[src/rtl/serial_adder_ctrl.sv]
// Bit-serial adder: one shared full_adder steps through a WIDTH-bit operand pair LSB first.
// Optional subtract mode is enabled by defining SERIAL_ADDER_SUB_EN.

module full_adder (
   input  logic a,
   input  logic b,
   input  logic cin,
   output logic y,
   output logic cout
);

   assign y    = a ^ b ^ cin;
   assign cout = (a & b) | (cin & (a ^ b));

endmodule

module serial_adder_ctrl #(
   parameter int WIDTH = 8
) (
   input  logic             clk,
   input  logic             rst_n,
   input  logic             start,
   input  logic [WIDTH-1:0] a,
   input  logic [WIDTH-1:0] b,
`ifdef SERIAL_ADDER_SUB_EN
   input  logic             sub,
`endif
   output logic             busy,
   output logic             done,
   output logic [WIDTH-1:0] sum,
   output logic             cout
);

   localparam int CW = (WIDTH > 1) ? $clog2(WIDTH) : 1;

   typedef enum logic [1:0] {
      IDLE = 2'd0,
      RUN  = 2'd1,
      DONE = 2'd2
   } state_t;

   state_t           state;
   state_t           state_nxt;
   logic [WIDTH-1:0] a_sh;
   logic [WIDTH-1:0] b_sh;
   logic [WIDTH-1:0] sum_sh;
   logic             carry;
   logic [CW-1:0]    cnt;
   logic             fa_y;
   logic             fa_cout;
   logic             accept;
   logic             last_bit;
   logic             sub_sel;

`ifdef SERIAL_ADDER_SUB_EN
   assign sub_sel = sub;
`else
   assign sub_sel = 1'b0;
`endif

   full_adder u_fa (
      .a    (a_sh[0]),
      .b    (b_sh[0]),
      .cin  (carry),
      .y    (fa_y),
      .cout (fa_cout)
   );

   assign accept   = (state == IDLE) && start;
   assign last_bit = (cnt == CW'(WIDTH - 1));

   // NOTE: sequential state uses non-blocking assignments so every register samples pre-edge values.
   always_ff @(posedge clk or negedge rst_n) begin
      if (!rst_n) begin
         state <= IDLE;
      end else begin
         state <= state_nxt;
      end
   end

   // NOTE: the default assignment first keeps this block purely combinational (no latch).
   always_comb begin
      state_nxt = state;
      case (state)
         IDLE:    if (start) state_nxt = RUN;
         RUN:     if (last_bit) state_nxt = DONE;
         DONE:    state_nxt = IDLE;
         default: state_nxt = IDLE;
      endcase
   end

   // Subtraction is a + ~b + 1: invert B at load and seed the carry with 1.
   always_ff @(posedge clk or negedge rst_n) begin
      if (!rst_n) begin
         a_sh   <= '0;
         b_sh   <= '0;
         sum_sh <= '0;
         carry  <= 1'b0;
         cnt    <= '0;
      end else if (accept) begin
         a_sh  <= a;
         b_sh  <= sub_sel ? ~b : b;
         carry <= sub_sel;
         cnt   <= '0;
      end else if (state == RUN) begin
         sum_sh <= {fa_y, sum_sh[WIDTH-1:1]};
         a_sh   <= {1'b0, a_sh[WIDTH-1:1]};
         b_sh   <= {1'b0, b_sh[WIDTH-1:1]};
         carry  <= fa_cout;
         cnt    <= cnt + 1'b1;
      end
   end

   assign busy = (state == RUN);
   assign done = (state == DONE);
   assign sum  = sum_sh;
   assign cout = carry;

endmodule

[config.mk]
export PLATFORM = sky130hd
export DESIGN_NAME = serial_adder_ctrl
export DESIGN_NICKNAME = d
export VERILOG_FILES = /design/src/rtl/serial_adder_ctrl.sv
export SDC_FILE = /design/constraint.sdc
export NUM_CORES = 1
export LEC_CHECK = 0
export ABC_AREA = 1
export CORE_MARGIN = 2
export CORE_UTILIZATION = 36
export DETAILED_ROUTE_END_ITERATION = 7
export MAX_ROUTING_LAYER = met4
export PLACE_DENSITY = 0.7
export SLEW_MARGIN = 10
export SYNTH_ARGS = -nofsm -noshare
export SYNTH_HDL_FRONTEND = slang
export SYNTH_SLANG_ARGS = --single-unit
[constraint.sdc]
create_clock -name clk -period 2.1 [get_ports clk]
set_input_delay 0.42 -clock clk [delete_from_list [all_inputs] [get_ports clk]]
set_output_delay 0.42 -clock clk [all_outputs]
set_load 0.005 [all_outputs]
---- Word-level counts from Yosys, hierarchy flattened ----
Cells that the tools add are included.
cells by class
  equality and inequality tests ........... 5
  bitwise logic cells ..................... 6
  reduce and logical (&&, ||, !) cells .... 5
  mux-type cells .......................... 11
  add/sub/neg operators ................... 1
operator list
  cell                                                                    number
  8-bit 2-to-1 mux                                                        4
  3-bit 2-to-1 mux                                                        2
  2-bit 2-to-1 mux                                                        2
  2-bit case mux with 2 select lines                                      1
  2-bit AND reduction                                                     2
  3-bit by 1-bit adder with 3-bit output (second input constant)          1
  3-bit equality test (second input constant)                             1
  1-bit AND                                                               2
  2-bit by 1-bit equality test with 1-bit output (second input constant)  1
  2-bit equality test (second input constant)                             1
  2-bit logical NOT                                                       1
  1-bit 2-to-1 mux                                                        2
  2-bit by 1-bit != test with 1-bit output (second input constant)        1
  2-bit != test (second input constant)                                   1
  2-bit nonzero test                                                      1
  1-bit XOR                                                               2
  1-bit logical AND                                                       1
  1-bit inverter                                                          1
  1-bit OR                                                                1
storage, ports and cells
  output and inout bits ................... 11
  input port bits ......................... 19
  word-level logic and storage cells ...... 34
  register bits ........................... 30

---- Depth between registers and ports, before layout ----
Gate-level depths: netlist of run 1.
  word-level depth ........................ 5
  mapped depth ............................ 6
  mapped depth without buffers ............ 5

---- Cells and area by module ----
Synthesis of run 1 repeated with hierarchy kept, for this count alone.
unflattened totals
  cell total of the unflattened synthesis .. 147
  area, all modules ....................... 1326.3 sq um
modules (own cells, without submodules)
  module             instances  area an instance (sq um)  seq. area each (sq um)  cells each
  serial_adder_ctrl  1          1306.3                    750.7                   146
  full_adder         1          20.0                      0.0                     1

---- Worst setup path before layout of run 1 ----
Ideal clock, no wire load.
  path type ............................... register to output
  from .................................... register state[1]
  to ...................................... output busy
  path buffers ............................ 1
  data arrival time ....................... 0.790 ns
  stages on the path, launching flop included .. 5
  path slack .............................. 0.890 ns
  required time ........................... 1.680 ns
  cells stage by stage .................... dfrtp_1 -> inv_1 -> nand2_2 -> inv_2 -> buf_6
on the way
  cells in the longest elaborated chain, start to end .. 1
RTL lines
  what                                            line  source
  start: declaration                              42    state_t state;
  start signal: assignment                        77    state <= state_nxt;
  2-bit by 1-bit equality test with 1-bit output  114   assign busy = (state == RUN);
  end: declaration                                28    output logic busy,
No other way between the ends.

---- Final worst setup path of run 1 ----
Same ends and word-level chain as after synthesis.

==> flow_summary.yaml, run 1 <==
run_status:
  status: "completed"
critical_path:
  path_cells: "inv_1 -> nand2_2 -> inv_2 -> clkdlybuf4s50_1"
  cp.required_ns: 1.68
  crit_path_max_fanout: 14
  critical_path_arrival_ns: 1.52
  worstSetupPathType: "reg -> out"
  critPathMaxStageDelay_ns: 0.49
  endpoint_kind: "output port"
  slowest_stage: "clkdlybuf4s50_1"
  cp-start-kind: "flip-flop"
synthesis:
  syn_area_per_cell_um2: 7.92
  syn-cell-area_um2: 1430
  syn-num-nets: 203
  async_reset_ff_frac: 1.00
  synth_cell_type_count: 15
  ys_seq_elements: 30
  yosys_warnings: 0
  yosys.area.top_type_share: 0.524
  ys_seq_area_frac: 0.524
  synth-edff-count: 0
  post-synth-top-count-cell: "nand2_1"
  yosys-top-cells-count: "73 x nand2_1, 30 x dfrtp_1, 30 x nand3_1"
  synth_top_flop_cell: "dfrtp_1"
  yosysTopAreaCell: "dfrtp_1"
  syn_inst: 181
  synthTopCellsByArea: "dfrtp_1 52%, nand2_1 19%, nand3_1 10%"
sta:
  setup_viol: 0
  worst_slew_pin_slew_ns: 0.372
  maxSlewHeadroom: 0.751
  clock.fmax_mhz: 516
  finalMaxSlewViolations: 0
  min_period_over_period: 0.923
  finClkSkew_ns: 0.0105
  hold_violations: 0
  rsz0062_at_grt: "false"
  finalSetupTns_ns: 0
  min_period_ns: 1.94
placed_design:
  dp_cells: 256
  postPlaceCellArea_um2: 1790
  globalplace.congestion: 0.755
  portBuffers: 29
  dpl.hpwl_mm: 2.04
floorplan:
  die_w_um: 67.1
  ios: 30
  start_util: 0.383
  die-area_um2: 4500
  rows: 22
  dieHeight_um: 67.1
  core_area_um2: 3740
pwr:
  leakagePower_nw: 0.965
  power_density_nw_per_um2: 1290
  netSwitchingPower_uw: 886
  p_int_mw: 1.51
  swShare: 0.370
  pwr-share-comb: 0.416
  sequentialPowerShare: 0.406
  p_clk_frac: 0.178
  irDropWorstVdd_v: 0.000634
cts:
  cts_hold_buf: 0
  cts_setup_buffers: 0
  clk-insertion-delay-late_ns: 0.28
  htreeDepth: 2
  clk_path_buf_depth: 2
  numCtsBuffers: 5
  cts_resized: 0
  clock_sinks: 30
  cts_root_buffer: "clkbuf_8"
  cts_tree: "done"
  clk_pin_slew_ns: 0.06
worst_hold_path:
  hp-class: "reg -> reg"
detailed_routing:
  wl_met1_mm: 1.42
  drc: 0
  wl_met3_um: 144
  detail_route.wirelength_mm: 2.93
  wire_per_inst_um: 11.1
  dr_total_vias: 1184
  drt_iter0_markers: 72
  highest-signal-layer: "met4"
  met2_length_mm: 1.33
  viasPerCell: 4.50
  drt_pass1_iterations: 6
  drtAntennaViolNets: 0
finish:
  layout-drive-gt1-share: 0.0837
  syn_to_final_growth_pct: 30.0
  n_antenna_cell: 0
  final_cells: 263
  final_nets: 237
  final_util: 0.498
  final_area_um2: 1860
global_route:
  grt_max_degree: 31
  grt_pass1_wl_mm: 4.74
  antenna_found_initial: 0
  grt.overflow.total: 0
  grt_pass1_vias: 1051
  grtUsageTotal: 0.147
run:
  drv_cap: 0
-- through the flow --
stage	setup WS (ns)	power (mW)	hold WS (ns)
finish	0.161	2.40	0.475
global route	0.0532	2.62	0.508
CTS	0.152	2.43	0.479
detailed placement	0.458	2.00	0.466
global placement	0.466	1.98	0.461
floorplan	0.890	1.61	0.124
-- registers in the layout, summed over array words and instances (netlist names) --
signal	count
a_sh	8
b_sh	8
sum	8
cnt	3
state	2
cout	1
-- worst max-delay path, delay by kind of cell, from the launching register on --
kind	cells	cell delay [ns]
buffers and inverters	3	0.67
flip-flops	1	0.40
AND/OR/NAND/NOR	1	0.16
-- cells by family after synthesis --
logic type | after synthesis | synth area share
buf+inv | 30 | 0.0934
flops | 30 | 0.524
simple gates | 107 | 0.313
compound gates | 11 | 0.0384
fa+ha+maj | 3 | 0.0314
-- power groups by stage --
stage,clock [mW],sequential (mW),combinational (mW)
after floorplan,0,0.972,0.634
after global placement,0,0.981,0.995
after detailed placement,0,0.981,1.01
after CTS,0.435,0.975,1.02
after global routing,0.464,1.01,1.15
final,0.428,0.972,0.997
-- worst paths after layout --
kind / start / end / slack [ns] / cells after the start
worst max-delay path: state[1] / busy / 0.16 / 4
worst min-delay path: a_sh[7] / a_sh[7] / 0.48 / 2
worst max register to register: state[1] / cout / 0.87 / 6
worst min register to register: a_sh[7] / a_sh[7] / 0.48 / 2
max in group asynchronous: rst_n / b_sh[7] / 1.29 / 2
min in group asynchronous: rst_n / sum[0] / 0.52 / 2
-- layout by cell type, fill, tap and decap left out --
cell type	n
fa_1	1
ha_1	2
inv_1	19
clkdlybuf4s50_1	29
o21ai_1	1
nand3_1	30
nand2_2	1
nor2_1	2
clkbuf_8	5
clkinv_2	2
dfrtp_1	30
o21ai_0	10
buf_4	8
inv_2	1
nor2_4	1
nand2_1	73
-- routing by layer --
layer / vias up / global-route usage
met5: - / -
met4: 0 / 0.0536
met3: 4 / 0.0456
met2: 23 / 0.215
met1: 535 / 0.193
li1: 622 / -
-- area by class of cell --
type,instances,area [um^2]
inverter,20,75.1
clock buffer,5,68.8
clock inverter,2,10.0
fill,383,1880
timing repair buffer,37,350
multi-input combinational,121,549
tap,48,60.1
sequential,30,751
Note: power is estimated with default switching activity, not from simulation.
==> inputs of run 2 (changes only) <==
--- a/config.mk
+++ b/config.mk
@@ -6,6 +6,7 @@
 export NUM_CORES = 1
 export LEC_CHECK = 0
 export ABC_AREA = 1
+export CORE_ASPECT_RATIO = 1.25
 export CORE_MARGIN = 2
 export CORE_UTILIZATION = 36
 export DETAILED_ROUTE_END_ITERATION = 7
==> run 2 against run 1 <==
Net effect: final area rose by 1.1%; count of clock-buffer cells in the layout rose by 2; global-route usage rose by 0.62 points; critical path depth did not move; maximum frequency fell by 1.8%; clock power rose by 10%; wire length fell by 2.7%; sequential share of layout area fell by 0.39 points; core utilization fell by 0.39 points; flip-flop and latch count did not move; critical endpoint unchanged; highest routed layer unchanged.
==> flow_summary.yaml, run 2 (same netlist as run 1, synthesis figures left out) <==
run_status:
  status: "completed"
floorplan:
  die-area_um2: 4510
  ios: 30
  start_util: 0.376
  rows: 25
  dieHeight_um: 74.6
  die_w_um: 60.5
  core_area_um2: 3820
detailed_routing:
  drtAntennaViolNets: 0
  drt_pass1_iterations: 4
  drt_iter0_markers: 73
  wire_per_inst_um: 10.6
  drc: 0
  detail_route.wirelength_mm: 2.85
  dr_total_vias: 1202
  viasPerCell: 4.45
sta:
  clock.fmax_mhz: 506
  setup_viol: 0
  finalMaxSlewViolations: 0
  hold_violations: 0
  min_period_ns: 1.98
  min_period_over_period: 0.941
  worst_slew_pin_slew_ns: 0.386
  layout_setup_ws_ns: 0.125
  finalSetupTns_ns: 0
  maxSlewHeadroom: 0.742
  finClkSkew_ns: 0.00643
  rsz0062_at_grt: "false"
cts:
  clk_path_buf_depth: 2
  clk_pin_slew_ns: 0.06
  cts_hold_buf: 0
  cts_root_buffer: "clkbuf_8"
  clock_sinks: 30
  htreeDepth: 2
  cts_tree: "done"
  cts_setup_buffers: 0
  clk-insertion-delay-late_ns: 0.28
  numCtsBuffers: 5
worst_hold_path:
  hp-class: "reg -> reg"
  min_path_cells: 2
  hold_start: "b_sh[7]"
  holdPathEnd: "b_sh[7]"
global_route:
  grt_max_degree: 31
  grt.overflow.total: 0
  antenna_found_initial: 0
  grtUsageTotal: 0.154
  grt_pass1_wl_mm: 4.97
  grt_pass1_vias: 1145
finish:
  final_area_um2: 1890
  final_nets: 237
  n_antenna_cell: 0
  layout-drive-gt1-share: 0.0880
  layout_common_cells: "73 x nand2_1, 30 x nand3_1, 29 x dfrtp_1, 29 x clkdlybuf4s50_1, 19 x inv_1"
  layout_commonest_cell: "nand2_1"
  syn_to_final_growth_pct: 31.5
placed_design:
  post-place-ws_ns: 0.354
  dpl.hpwl_mm: 2.01
  postPlaceCellArea_um2: 1790
  portBuffers: 29
  globalplace.congestion: 0.786
critical_path:
  endpoint_kind: "output port"
  cp-startpoint: "state[1]"
  r2r_slack_ns: 0.84
  r2r-start: "state[1]"
  cp-start-kind: "flip-flop"
  worstRegToRegCells: 6
  cp.required_ns: 1.68
  reg2reg_to: "cout"
  critical_path_arrival_ns: 1.56
  worstSetupPathType: "reg -> out"
  crit_path_max_fanout: 13
run:
  drv_cap: 0
pwr:
  power_density_nw_per_um2: 1300
  irDropWorstVdd_v: 0.000500
  leakagePower_nw: 0.969
==> run 2: worst max-delay path, cell delays in order, from the launching register on <==
cell             delay (ns)
dfrtp_1                0.40
inv_1                  0.10
nand2_2                0.06
inv_2                  0.18
clkdlybuf4s50_1        0.54
==> run 2: repair_timing <==
action | in CTS | in global routing
endpoints found under the setup margin | 0 | 1
endpoints found under the hold margin | 0 | 0
gates resized for setup | 0 | 1
==> run 2: layout make-up <==
| type | instances | area (um^2) |
|---|---|---|
| repair buffers | 37 | 350 |
| inverters | 20 | 75.1 |
| clock buffers | 7 | 86.3 |
| fillers | 374 | 1930 |
| clock inverters | 1 | 5.00 |
| well taps | 54 | 67.6 |
| flip-flops and latches | 30 | 752 |
| multi-input cells | 121 | 549 |
==> run 2: stage by stage <==
stage | total power, mW | hold slack (ns) | instances | util
after global routing | 2.68 | 0.494 | 270 | 0.494
after detailed placement | 2.00 | 0.459 | 262 | 0.470
after global placement | 1.96 | 0.455 | 262 | 0.470
after CTS | 2.48 | 0.475 | 270 | 0.494
final | 2.45 | 0.475 | 270 | 0.494
after floorplan | 1.61 | 0.124 | 181 | -
==> run 2: layer usage <==
layer / share of wire / global-route usage / vias up
li1: - / - / 627
met1: 0.47 / 0.183 / 545
met2: 0.47 / 0.244 / 25
met3: 0.046 / 0.0574 / 5
met4: 0.014 / 0.0435 / 0
met5: 0 / - / -
==> run 2: where the power goes <==
group	leakage (nW)	internal [mW]	switching [mW]	total (mW)
clock network	0.0482	0.264	0.207	0.471
logic	0.542	0.459	0.524	0.983
registers	0.379	0.835	0.162	0.997
==> run 2: worst max path at each step <==
stage	to	slack, ns	depth (start not counted)
6_report	busy	0.12	4
5_1_grt	busy	0.06	4
4_1_cts	busy	0.04	3
3_5_place_dp	busy	0.35	3
3_3_place_gp	a_sh[1]	0.37	5
2_1_floorplan	busy	0.89	4
==> variant 1: new RTL, flow settings as in run 1 <==
Build with the macro `SERIAL_ADDER_SUB_EN` defined.
--- a/src/rtl/serial_adder_ctrl.sv
+++ b/src/rtl/serial_adder_ctrl.sv
@@ -2,2 +2,4 @@
 // Optional subtract mode is enabled by defining SERIAL_ADDER_SUB_EN.
+
+`define SERIAL_ADDER_SUB_EN
 
Ports: changed (added sub); port bits go from 30 to 31. No check against the original RTL was run, so the function may have changed too.
==> variant 1 against run 1 <==
Sequential cell count unchanged. Total power down 5.3%. Via count decreased by 8.6%. Critical path type unchanged. Non-clock buffer count fell by 5. Wire length shrank 8.1%. Sequential power barely moved. Area after synthesis is 2.4% lower. Count of clock-buffer cells in the layout rose by 1. Worst setup slack worse by 24 ps. Design area decreased by 3.0%. Final cell count fell by 7.6%. Clock skew is 6.5 ps lower.
==> variant 1: results (changes against run 1) <==
* **total routing resource utilization after global routing** 0.148, about the same
* **fraction of layout cells with a size suffix above 1** 0.0769, -0.00680
* **most used standard cells in the synthesized netlist** sky130_fd_sc_hd__nand2_1 (70), sky130_fd_sc_hd__dfrtp_1 (30), sky130_fd_sc_hd__nand3_1 (15), sky130_fd_sc_hd__inv_1 (10), sky130_fd_sc_hd__o21ai_0 (9)
* **top fanout value on the critical path** 13, -1
* **number of port buffers** 30, +3.4%
* **cell types occupying the most area after synthesis** sky130_fd_sc_hd__dfrtp_1 (54%), sky130_fd_sc_hd__nand2_1 (19%), sky130_fd_sc_hd__nand3_1 (5.4%), sky130_fd_sc_hd__o21ai_0 (3.2%), sky130_fd_sc_hd__xor2_1 (3.1%)
* **min-delay src** a_sh[7]
* **gp weighted congestion** 0.737, -2.4%
* **static leakage** 0.874 nW, -9.3%
* **first-pass GRT wire length** 4.58 mm, -3.4%
* **Fillers** 361, -5.7%
* **synthesized net count** 186, -8.4%
* **fraction of synthesized cell area in xor and xnor cells** 0.0376, +0.0376
* **number of DRC markers after the initial detailed-route iteration** 37, -49%
* **run status** complete, no violations
* **Max IR drop VDD** 0.000612 V, -3.4%
* **Register-to-Register Path Depth** 5, -1
* **post-synthesis compound-gate area fraction** 0.0447, +0.00633
* **Crit Reg-Reg Endpoint** cnt[0]
* **worst clock skew** 3.91 ps, -6.55 ps
* **worst slew margin relative to its limit** 0.700, -0.0512
* **Crit path arrival time** 1540 ps, +20 ps
* **vias in the first global route** 1017, -3.2%
* **post_cts resized** 0, unchanged
* **register area share after synthesis** 0.537, +0.0131
* **post-detailed-route via-to-cell ratio** 4.45, -1.1%
* **Detailed Place HPWL** 1.79 mm, -12%
* **register-to-register setup slack** 820 ps, -50 ps
* **initial antenna violation count** 0, unchanged
* **final layout net count** 219, -7.6%
* **count of distinct cell types in the synthesized netlist** 20, +5
* **Adder-Cell Fraction of Synth Area** 0.0322, +0.000787
* **Reg2Reg Launch Point** state[0]
* **average wire length per cell after detail routing** 11.1 um, -0.52%
==> variant 1: cell count changes after synthesis, moves of 2 or more <==
| cell | run 1 | this run |
|---|---|---|
| sky130_fd_sc_hd__nand3_1 | 30 | 15 |
| sky130_fd_sc_hd__inv_1 | 19 | 10 |
| sky130_fd_sc_hd__nor2_1 | 2 | 4 |
| sky130_fd_sc_hd__nand2_1 | 73 | 70 |
| sky130_fd_sc_hd__buf_2 | 8 | 3 |
| sky130_fd_sc_hd__buf_6 | 1 | 3 |
| sky130_fd_sc_hd__xor2_1 | 0 | 5 |
==> variant 1: layout make-up <==
type / count / area [um^2] / area share
clock buffers: 6 / 82.6 / 0.0457
multi-input cells: 114 / 548 / 0.303
repair buffers: 32 / 315 / 0.174
well taps: 48 / 60.1 / 0.0332
flip-flops and latches: 30 / 751 / 0.415
inverters: 13 / 51.3 / 0.0284
==> variant 1: critical path, stage by stage, from the launching register on <==
cell and delay [ps]:
sky130_fd_sc_hd__dfrtp_1 450, sky130_fd_sc_hd__nand2_2 220, sky130_fd_sc_hd__inv_2 100, sky130_fd_sc_hd__clkdlybuf4s50_1 500
==> variant 1: power by group <==
| part | switching [mW] | internal (mW) |
|---|---|---|
| combinational | 0.450 | 0.401 |
| clock | 0.196 | 0.252 |
| sequential | 0.151 | 0.819 |
==> variant 1: metrics by stage <==
stage               hold WS (ps)  cells  utilization  cell area [um^2]  worst slack, ps
global route                 498    243        0.490              1810             59.9
global placement             456    237        0.468              1730              466
detailed placement           466    237        0.468              1730              419
finish                       477    243        0.490              1810              138
floorplan                    124    163            -              1400              912
CTS                          481    243        0.490              1810              120
==> variant 1: per-layer routing <==
metal,vias up,GRT usage,part of all wire
li1,567,-,-
met2,21,0.218,0.45
met1,489,0.181,0.48
met5,-,-,0
met4,0,0.0918,0.020
met3,5,0.0375,0.051
==> variant 2: new RTL, flow settings as in run 1 <==
Without the edit above. Add an input register stage for `start`, `a` and `b`, with the module's reset; this delays them by one clock.
--- a/src/rtl/serial_adder_ctrl.sv
+++ b/src/rtl/serial_adder_ctrl.sv
@@ -41,2 +41,18 @@
 
+   logic start_q;
+   logic [WIDTH-1:0] a_q;
+   logic [WIDTH-1:0] b_q;
+
+   always_ff @(posedge clk or negedge rst_n) begin
+      if (!rst_n) begin
+         start_q <= '0;
+         a_q     <= '0;
+         b_q     <= '0;
+      end else begin
+         start_q <= start;
+         a_q     <= a;
+         b_q     <= b;
+      end
+   end
+
    state_t           state;
@@ -68,3 +84,3 @@
 
-   assign accept   = (state == IDLE) && start;
+   assign accept   = (state == IDLE) && start_q;
    assign last_bit = (cnt == CW'(WIDTH - 1));
@@ -84,3 +100,3 @@
       case (state)
-         IDLE:    if (start) state_nxt = RUN;
+         IDLE:    if (start_q) state_nxt = RUN;
          RUN:     if (last_bit) state_nxt = DONE;
@@ -100,4 +116,4 @@
       end else if (accept) begin
-         a_sh  <= a;
-         b_sh  <= sub_sel ? ~b : b;
+         a_sh  <= a_q;
+         b_sh  <= sub_sel ? ~b_q : b_q;
          carry <= sub_sel;
Formal check against the unedited RTL: not equivalent (a bounded check fails within 4 cycles, from zero or initial values and one cycle with rst_n low).
==> variant 2 against run 1 <==
Non-clock buffer count is 4 lower. Worst hold slack worse by 400 ps. Total power increased by 12%. Highest routed layer unchanged. Design area grew 18%. Critical path depth shrank 1. Sequential cell count is 17 higher. Wire length up 1.5%. Clock skew down 7.0 ps. Area after synthesis grew 23%. Worst setup slack improved by 96 ps. Utilization down 3.2 points.
==> variant 2: results (changes against run 1) <==
* **run status** complete, no violations
* **source-to-sink clock delay at the later pin of the worst-skew pair** 300 ps, +20 ps
* **crit path to** busy
* **total routing resource utilization after global routing** 0.133, -0.0142
* **post_cts resized** 0, unchanged
* **number of port buffers** 29, unchanged
* **Top FF cell, synth** sky130_fd_sc_hd__dfrtp_1
* **worst clock skew** 3.42 ps, -7.04 ps
* **diodes inserted** 0, unchanged
* **worst hold path class** in -> async
* **static leakage** 1.01 nW, +4.9%
* **synthesized net count** 188, -7.4%
* **cell types occupying the most area after synthesis** sky130_fd_sc_hd__dfrtp_1 (67%), sky130_fd_sc_hd__nand3_1 (14%), sky130_fd_sc_hd__nand2_1 (7.4%), sky130_fd_sc_hd__buf_4 (3.0%), sky130_fd_sc_hd__o21ai_0 (2.8%)
* **first-pass GRT wire length** 5.16 mm, +8.9%
* **number of warnings issued by yosys** 0, unchanged
* **Crit path arrival time** 1420 ps, -100 ps
* **Comb power** 0.846 mW, -15%
* **Max IR drop VDD** 0.000411 V, -35%
* **gp weighted congestion** 0.734, -2.7%
* **register-to-register setup slack** 440 ps, -430 ps
* **average wire length per cell after detail routing** 11.2 um, +0.70%
* **count of distinct cell types in the synthesized netlist** 12, -3
* **Async SR Flop Fraction** 1.00, unchanged
* **Fillers** 463, +21%
* **number of DRC markers after the initial detailed-route iteration** 75, +4.2%
* **final layout net count** 219, -7.6%
* **register area share after synthesis** 0.667, +0.143
* **Reg2Reg Launch Point** start_q
* **Register-to-Register Path Depth** 4, -2
* **internal power consumption** 1.78 mW, +18%
* **buffer depth of the longest clock path** 2, unchanged
* **worst slew margin relative to its limit** 0.529, -0.223
* **top fanout value on the critical path** 6, -8
* **Crit Reg-Reg Endpoint** a_sh[7]
* **clock slew at reported path FFs** 80 ps, +20 ps
* **CP Launch Point** state[0]
* **number of buffers created by CTS** 5, unchanged
* **Post-CTS Setup Repair Bufs** 0, unchanged
* **most used standard cells in the synthesized netlist** sky130_fd_sc_hd__nand3_1 (48), sky130_fd_sc_hd__dfrtp_1 (47), sky130_fd_sc_hd__nand2_1 (35), sky130_fd_sc_hd__o21ai_0 (10), sky130_fd_sc_hd__inv_1 (9)
* **maximum number of pins on one net before global-route repair** 48, +55%
* **vias in the first global route** 1163, +11%
* **Detailed Place HPWL** 1.87 mm, -8.1%
* **clock root buffer** sky130_fd_sc_hd__clkbuf_8
* **fraction of layout cells with a size suffix above 1** 0.0657, -0.0181
* **switching fraction of total power** 0.336, -0.0335
* **detailed-router iteration count before antenna repair** 4, -2
* **post-detailed-route via-to-cell ratio** 4.60, +2.3%
* **initial antenna violation count** 0, unchanged
* **H-tree levels** 2, unchanged
* **Power Clock** 0.542 mW, +27%
[variant 2: layout make-up]
class / count / area (um^2) / share of cell area
sequential: 47 / 1180 / 0.534
multi-input combinational: 101 / 493 / 0.224
timing repair buffer: 33 / 328 / 0.149
tap: 67 / 83.8 / 0.0380
clock buffer: 6 / 72.6 / 0.0329
inverter: 9 / 33.8 / 0.0153
clock inverter: 2 / 16.3 / 0.00738
[variant 2: routing by layer]
layer  vias up  track usage  share of wire
li1        602            -              -
met1       578        0.159           0.45
met2        32        0.198           0.47
met3         8       0.0407          0.052
met4         0       0.0788          0.027
met5         -            -              0
[variant 2: worst max-delay path, stage by stage (launching register included)]
cell and delay [ps]:
sky130_fd_sc_hd__dfrtp_1 440, sky130_fd_sc_hd__inv_1 90, sky130_fd_sc_hd__nor2_4 90, sky130_fd_sc_hd__clkdlybuf4s50_1 500
[variant 2: how the worst min path moves through the flow]
stage	start	to	slack, ps	cells after the start
final	rst_n	sum[2]	80	2
after global routing	rst_n	b_sh[6]	90	2
after CTS	rst_n	b_q[2]	80	2
after detailed placement	rst_n	sum[2]	420	2
after global placement	rst_n	sum[2]	420	2
after floorplan	rst_n	a_q[0]	120	0
[variant 2: cells by family (layout without fill, tap and decap cells)]
kind of cell | count (synthesis) | count (layout) | synth area share
adder cells (fa/ha/maj) | 3 | 3 | 0.0255
flip-flops | 47 | 47 | 0.667
buffers and inverters | 18 | 50 | 0.0539
AND/OR/NAND/NOR | 88 | 88 | 0.226
AO/OA/AOI/OAI | 10 | 10 | 0.0284
[variant 2: per-stage QoR]
stage               setup WS, ps  utilization  instance area (um^2)  std cells
global placement             496        0.448                  2110        257
global route                 182        0.466                  2200        265
finish                       258        0.466                  2200        265
floorplan                    926            -                  1760        166
CTS                          238        0.466                  2200        265
detailed placement           428        0.448                  2110        257
